**src/rtl/serial_add_pkg.sv**
```systemverilog
// Shared state encoding for the bit-serial adder.
// The 2'd3 code is unused; the FSM recovers from it to IDLE.
package serial_add_pkg;

  typedef enum logic [1:0] {
    ST_IDLE  = 2'd0,
    ST_SHIFT = 2'd1,
    ST_DONE  = 2'd2
  } state_t;

endpackage

```
**src/rtl/fa_bit.sv**
```systemverilog
// One-bit combinational full adder.
// It is the only arithmetic cell used in the serial datapath.
module fa_bit (
  input  logic a,
  input  logic b,
  input  logic ci,
  output logic s,
  output logic co
);

  assign s  = a ^ b ^ ci;
  assign co = (a & b) | (a & ci) | (b & ci);

endmodule

```
**src/rtl/serial_adder_seq.sv**
```systemverilog
// Bit-serial WIDTH-bit adder: one full-adder cell with a carry flip-flop, LSB first.
// The sum and carry-out registers update only on the edge that raises done.
//
// state    | meaning
// ---------|--------------------------------------------------------
// ST_IDLE  | waiting for start; outputs hold the last result
// ST_SHIFT | adding one bit per clock, busy=1
// ST_DONE  | result just published, done=1; start here restarts at once
module serial_adder_seq
  import serial_add_pkg::*;
#(
  parameter int WIDTH = 8
) (
  input  logic             clk,
  input  logic             rst_n,
  input  logic             start,
  input  logic [WIDTH-1:0] a_in,
  input  logic [WIDTH-1:0] b_in,
  input  logic             cin,
  output logic             busy,
  output logic             done,
  output logic [WIDTH-1:0] sum_out,
  output logic             cout
);

  localparam int CW = (WIDTH > 1) ? $clog2(WIDTH) : 1;
  localparam logic [CW-1:0] CNT_LAST = CW'(WIDTH - 1);

  state_t           state, state_nxt;
  logic             load;
  logic [WIDTH-1:0] a_sh, b_sh, acc;
  logic             carry;
  logic [CW-1:0]    cnt;
  logic             fa_s, fa_co;
  logic             last_bit;
  logic             done_q;

  fa_bit u_fa (
    .a  (a_sh[0]),
    .b  (b_sh[0]),
    .ci (carry),
    .s  (fa_s),
    .co (fa_co)
  );

  assign last_bit = (state == ST_SHIFT) && (cnt == CNT_LAST);

  always_ff @(posedge clk or negedge rst_n) begin
    if (!rst_n) state <= ST_IDLE;
    else        state <= state_nxt;
  end

  always_comb begin
    state_nxt = state;
    load      = 1'b0;
    case (state)
      ST_IDLE: begin
        if (start) begin
          load      = 1'b1;
          state_nxt = ST_SHIFT;
        end
      end
      ST_SHIFT: begin
        if (cnt == CNT_LAST) state_nxt = ST_DONE;
      end
      ST_DONE: begin
        if (start) begin
          load      = 1'b1;
          state_nxt = ST_SHIFT;
        end else begin
          state_nxt = ST_IDLE;
        end
      end
      default: state_nxt = ST_IDLE;
    endcase
  end

  always_ff @(posedge clk or negedge rst_n) begin
    if (!rst_n) begin
      a_sh  <= '0;
      b_sh  <= '0;
      acc   <= '0;
      carry <= 1'b0;
      cnt   <= '0;
    end else if (load) begin
      a_sh  <= a_in;
      b_sh  <= b_in;
      acc   <= '0;
      carry <= cin;
      cnt   <= '0;
    end else if (state == ST_SHIFT) begin
      a_sh  <= a_sh >> 1;
      b_sh  <= b_sh >> 1;
      acc   <= {fa_s, acc[WIDTH-1:1]};
      carry <= fa_co;
      if (cnt != CNT_LAST) cnt <= cnt + CW'(1);
    end
  end

  // Final bit goes straight into the output register alongside the shifted accumulator.
  always_ff @(posedge clk or negedge rst_n) begin
    if (!rst_n) begin
      sum_out <= '0;
      cout    <= 1'b0;
      done_q  <= 1'b0;
    end else begin
      done_q <= last_bit;
      if (last_bit) begin
        sum_out <= {fa_s, acc[WIDTH-1:1]};
        cout    <= fa_co;
      end
    end
  end

  assign busy = (state == ST_SHIFT);
  assign done = done_q;

endmodule
```
**config.mk**
```make
export PLATFORM = sky130hd
export DESIGN_NAME = serial_adder_seq
export DESIGN_NICKNAME = d
export VERILOG_FILES = /design/src/rtl/serial_add_pkg.sv /design/src/rtl/fa_bit.sv /design/src/rtl/serial_adder_seq.sv
export SDC_FILE = /design/constraint.sdc
export NUM_CORES = 1
export LEC_CHECK = 0
export ABC_AREA = 1
export BUFFER_PORTS_ARGS = -buffer_cell sky130_fd_sc_hd__buf_2
export CORE_AREA = 8 8 76 78
export DETAILED_ROUTE_END_ITERATION = 16
export DIE_AREA = 0 0 84 86
export PLACE_DENSITY = 0.63
export SYNTH_ARGS = -nofsm -noshare
export SYNTH_HDL_FRONTEND = slang
export SYNTH_HIERARCHICAL = 1
export SYNTH_SLANG_ARGS = --single-unit
```
**constraint.sdc**
```tcl
create_clock -name clk -period 3.9 [get_ports clk]
set_input_delay 0.39 -clock clk [delete_from_list [all_inputs] [get_ports clk]]
set_output_delay 0.39 -clock clk [all_outputs]
set_load 0.005 [all_outputs]
```
### Word level (Yosys, flattened, before mapping)

Index checks and enable logic that the tools add are counted.

| word-level totals | value |
|---|---|
| register bits after elaboration | 40 |
| latch bits | 0 |
| memory bits (writable) | 0 |
| bits in read-only memories | 0 |
| input port bits | 20 |
| output and inout port bits | 11 |
| word-level logic and storage cells | 47 |
| memories kept | 0 |

| cells by class | value |
|---|---|
| add/sub/neg operators | 1 |
| multiply operators | 0 |
| divide/modulo/power cells | 0 |
| $lt $le $gt $ge | 0 |
| eq/ne operators | 6 |
| shift-type cells | 0 |
| mux-type cells | 17 |
| bitwise gates (word level) | 7 |
| reductions and logical operators | 7 |

Operators with widths:

| cell | count |
|---|---|
| 8-bit 2-to-1 mux | 6 |
| 3-bit 2-to-1 mux | 3 |
| 2-bit case mux with 3 select lines | 1 |
| 1-bit 2-to-1 mux | 5 |
| 2-bit 2-to-1 mux | 2 |
| 2-bit AND reduction | 2 |
| 2-bit nonzero test | 2 |
| 3-bit by 1-bit adder with 3-bit output (second input constant) | 1 |
| 1-bit AND | 3 |
| 3-bit equality test (second input constant) | 1 |
| 3-bit != test (second input constant) | 1 |
| 2-bit by 1-bit equality test with 1-bit output (second input constant) | 1 |
| 2-bit equality test (second input constant) | 1 |
| 2-bit zero test | 1 |
| 2-bit by 1-bit != test with 1-bit output (second input constant) | 1 |
| 2-bit != test (second input constant) | 1 |
| 1-bit bitwise OR | 2 |
| 2-bit OR reduction | 1 |
| 1-bit XOR | 2 |
| 1-bit logical AND | 1 |

### Logic depth before layout (Yosys ltp)

| logic depth | value |
|---|---|
| word-level depth | 5 |
| mapped depth | 7 |
| gate-level depth less buffers | 7 |

### Hierarchy

The synthesis kept the hierarchy.

By module, submodules not included:

| module | instances | cells an instance | area an instance (um^2) | sequential area each (um^2) |
|---|---|---|---|---|
| serial_adder_seq | 1 | 219 | 1767.9 | 975.9 |
| fa_bit | 1 | 1 | 20.0 | 0.0 |

### Worst setup path before layout

OpenSTA, ideal clock, no wires.

| path | value |
|---|---|
| path type | reg2reg |
| start point | register cnt[0] |
| end point | register cnt[0] |
| library setup time | 65 ps |
| arrival time | 1216 ps |
| required time | 3835 ps |
| path slack | 2619 ps |
| cell stages (with the launch flop) | 8 |
| path buffers | 0 |
| period minus slack after synthesis | 1281 ps |
| path through | dfrtp_1 > ha_1 > ha_1 > inv_1 > nand3_1 > inv_1 > nand2_1 > nand2_1 |

| on the way | value |
|---|---|
| word-level cells in the longest chain between the ends | 4 |
| elaborated cells on any way between the ends | 7 |
| classes of those cells | add/sub: 1; eq/ne: 1; mux: 3; reduce/logical: 2 |

RTL lines:

| element | RTL line | text |
|---|---|---|
| from (decl) | serial_adder_seq.sv:33 | `logic [CW-1:0] cnt;` |
| from (signal assigned) | serial_adder_seq.sv:96 | `if (cnt != CNT_LAST) cnt <= cnt + CW'(1);` |
| 3-bit by 1-bit adder with 3-bit output | serial_adder_seq.sv:96 |  |
| 3-bit 2-to-1 mux | serial_adder_seq.sv:96 |  |
| 3-bit 2-to-1 mux | serial_adder_seq.sv:91 | `end else if (state == ST_SHIFT) begin` |
| 3-bit 2-to-1 mux | serial_adder_seq.sv:85 | `end else if (load) begin` |

Parallel ways exist; a longest one is shown, timed or not. The select of a mux whose other input is x is not followed.
A chain may end at the register's enable or synchronous reset.

### Worst setup path in the final report

| path | value |
|---|---|
| start point | register state[0] |
| end point | output busy |

| on the way | value |
|---|---|
| word-level cells in the longest chain between the ends | 1 |

RTL lines:

| element | RTL line | text |
|---|---|---|
| from (decl) | serial_adder_seq.sv:29 | `state_t state, state_nxt;` |
| from (signal assigned) | serial_adder_seq.sv:50 | `else state <= state_nxt;` |
| 2-bit by 1-bit equality test with 1-bit output | serial_adder_seq.sv:115 | `assign busy = (state == ST_SHIFT);` |
| to (decl) | serial_adder_seq.sv:20 | `output logic busy,` |

Every way passes these cells.

==> impl_metrics.toml <==
[worst_setup_path]
critPathTopFamily = "flip-flops"
slowest_delay_ps = 640
critical-path-slowest-cell = "dfrtp_1"
crit_type = "reg -> out"
cp.arrival_ps = 1680
critPathMaxFanout = 14
crit_chain = "inv_2 > nor2_2 > buf_2"
cp-start-kind = "flop"
end_kind = "primary output"
worst-path-buf-inv = 2
cp.required_ps = 3510

[placed_design]
dpl.hpwl_um = 2340
gp_congestion = 0.752
port_buffers = 30

[layout]
diodes = 0
drive_gt1_share_pct = 17.3
area_delta_synth_final_pct = 13.4
nets = 270
final_util_pct = 44.1

[sta]
worst_pin_slew_ps = 1160
rsz0062_at_grt = "no"
clock.fmax_mhz = 482
fin_crit_sh_pct = 53.1
final-max-slew-violation-count = 0
min_period_ps = 2070
hold_viol = 0
final-setup-viol-count = 0
skew_ps = 2.31
slew_headroom_pct = 22.5
setup_tns_ps = 0

[detailed_routing]
detail_route.wirelength_um = 3590
vias = 1436
drc = 0
viasPerCell = 4.75
drt-initial-drc-count = 106
wl_per_cell_um = 11.9
dr.pass1.iters = 4
final_antenna_net_count = 0

[yosys]
ys_warn_count = 6
syn_area_mm2 = 0.00179
yosysSeqAreaShare_pct = 54.6
synthCells = 220
synthDistinctLibCells = 16
synth-seq-cells = 39
syn_area_per_cell_um2 = 8.13
synth_fp_nets = 243

[power]
p_leak_uw = 0.00115
ir_worst_vdd_v = 0.000344
powerDensity_mw_per_mm2 = 769
total_power_uw = 1560

[global_route]
track_usage_pct = 11.0
grt_pass1_vias = 1487
gr-total-overflow = 0
grt_start_max_net_pins = 40
antenna_found_initial = 0
grt_first_pass_wirelength_um = 6550

[clock_tree]
cts_tree = "built"
clk_path_buf_depth = 2
clk_latency_ps = 290
ctsResizeCount = 0
postCtsHoldBufs = 0
cts_sinks = 39
cts_buffers = 5
clk_pin_slew_ps = 80
post_cts_buffers = 0
htree_levels = 2
root_buffer = "clkbuf_8"

[floorplanning]
die-width_um = 84
io_pins = 31
core_area_mm2 = 0.00460
start_util_pct = 38.9
die_area_mm2 = 0.00722
fp.dieH_um = 86
rows = 25

[status]
status = "finished, final reports clean"

[run]
cap_violations = 0

[hold_path]
min_path_type = "in -> async"
layout by cell type, fill, tap and decap left out:
cell type	count
buf_2	30
clkbuf_8	5
clkinv_2	1
clkinvlp_4	2
dfrtp_1	39
fa_1	1
ha_1	2
inv_1	16
inv_2	1
nand2_1	102
nand2_2	1
nand3_1	43
nor2_1	1
nor2_2	2
nor2_4	1
o21ai_1	1
layout make-up:
class	instances	area [µm²]
clock buffers	5	68.8
clock inverters	3	20.0
fillers	475	2570
inverters	17	63.8
multi-input cells	154	682
flip-flops and latches	39	976
well taps	54	67.6
repair buffers	30	150
metrics by stage:
step           hold WS [ps]  cell area [µm²]  worst slack (ps)  instances
3_5_place_dp            461             1940              1930        294
6_report                202             2030              1830        302
3_3_place_gp            456             1940              1950        294
4_1_cts                 239             2030              1830        302
2_1_floorplan          94.4             1790              2620        220
5_1_grt                 271             2030              1650        302
where the power goes:
part	leakage, µW	total [µW]	internal, µW	switching, µW
Clock	0.0000402	272	124	147
Sequential	0.000486	714	591	123
Combinational	0.000624	574	226	348
Total	0.00115	1560	941	618
cells in the mapped netlist (all sizes together):
cell type,n,area [µm²]
dfrtp,39,976
fa,1,20.0
inv,17,63.8
o21ai,1,5.00
ha,2,25.0
nand2,103,389
buf,9,62.6
nand3,43,215
clkbuf,1,3.75
nor2,4,27.5
registers in the layout (all words and copies together) (netlist names):
signal   count
b_sh         8
acc          7
sum_out      8
done         1
carry        1
cnt          3
a_sh         8
state        2
cout         1
cells by family (layout without fill, tap and decap cells):
family	Yosys count	count (layout)	share of synthesized area (%)
and+or+nand+nor	150	150	35.3
DFF	39	39	54.6
buffers and inverters	27	55	7.28
adders and majority gates	3	3	2.52
AOI/OAI and AO/OA	1	1	0.280
worst paths after layout:
kind	start	to	slack, ps	cells after the start
max	state[0]	busy	1830	3
min	rst_n	sum_out[0]	200	1
max reg2reg	state[0]	b_sh[6]	1900	5
min reg2reg	sum_out[4]	sum_out[4]	470	2
max in group asynchronous	rst_n	b_sh[6]	3170	1
min in group clk	a_in[7]	a_sh[7]	290	3
per-layer routing:
| metal | global-route usage [%] | wire [µm] |
|---|---|---|
| met5 | 0 | 0 |
| met4 | 3.30 | 38 |
| met3 | 5.02 | 257 |
| met2 | 17.1 | 1600 |
| met1 | 13.2 | 1690 |
No activity file was read; power rests on OpenSTA's default activity.
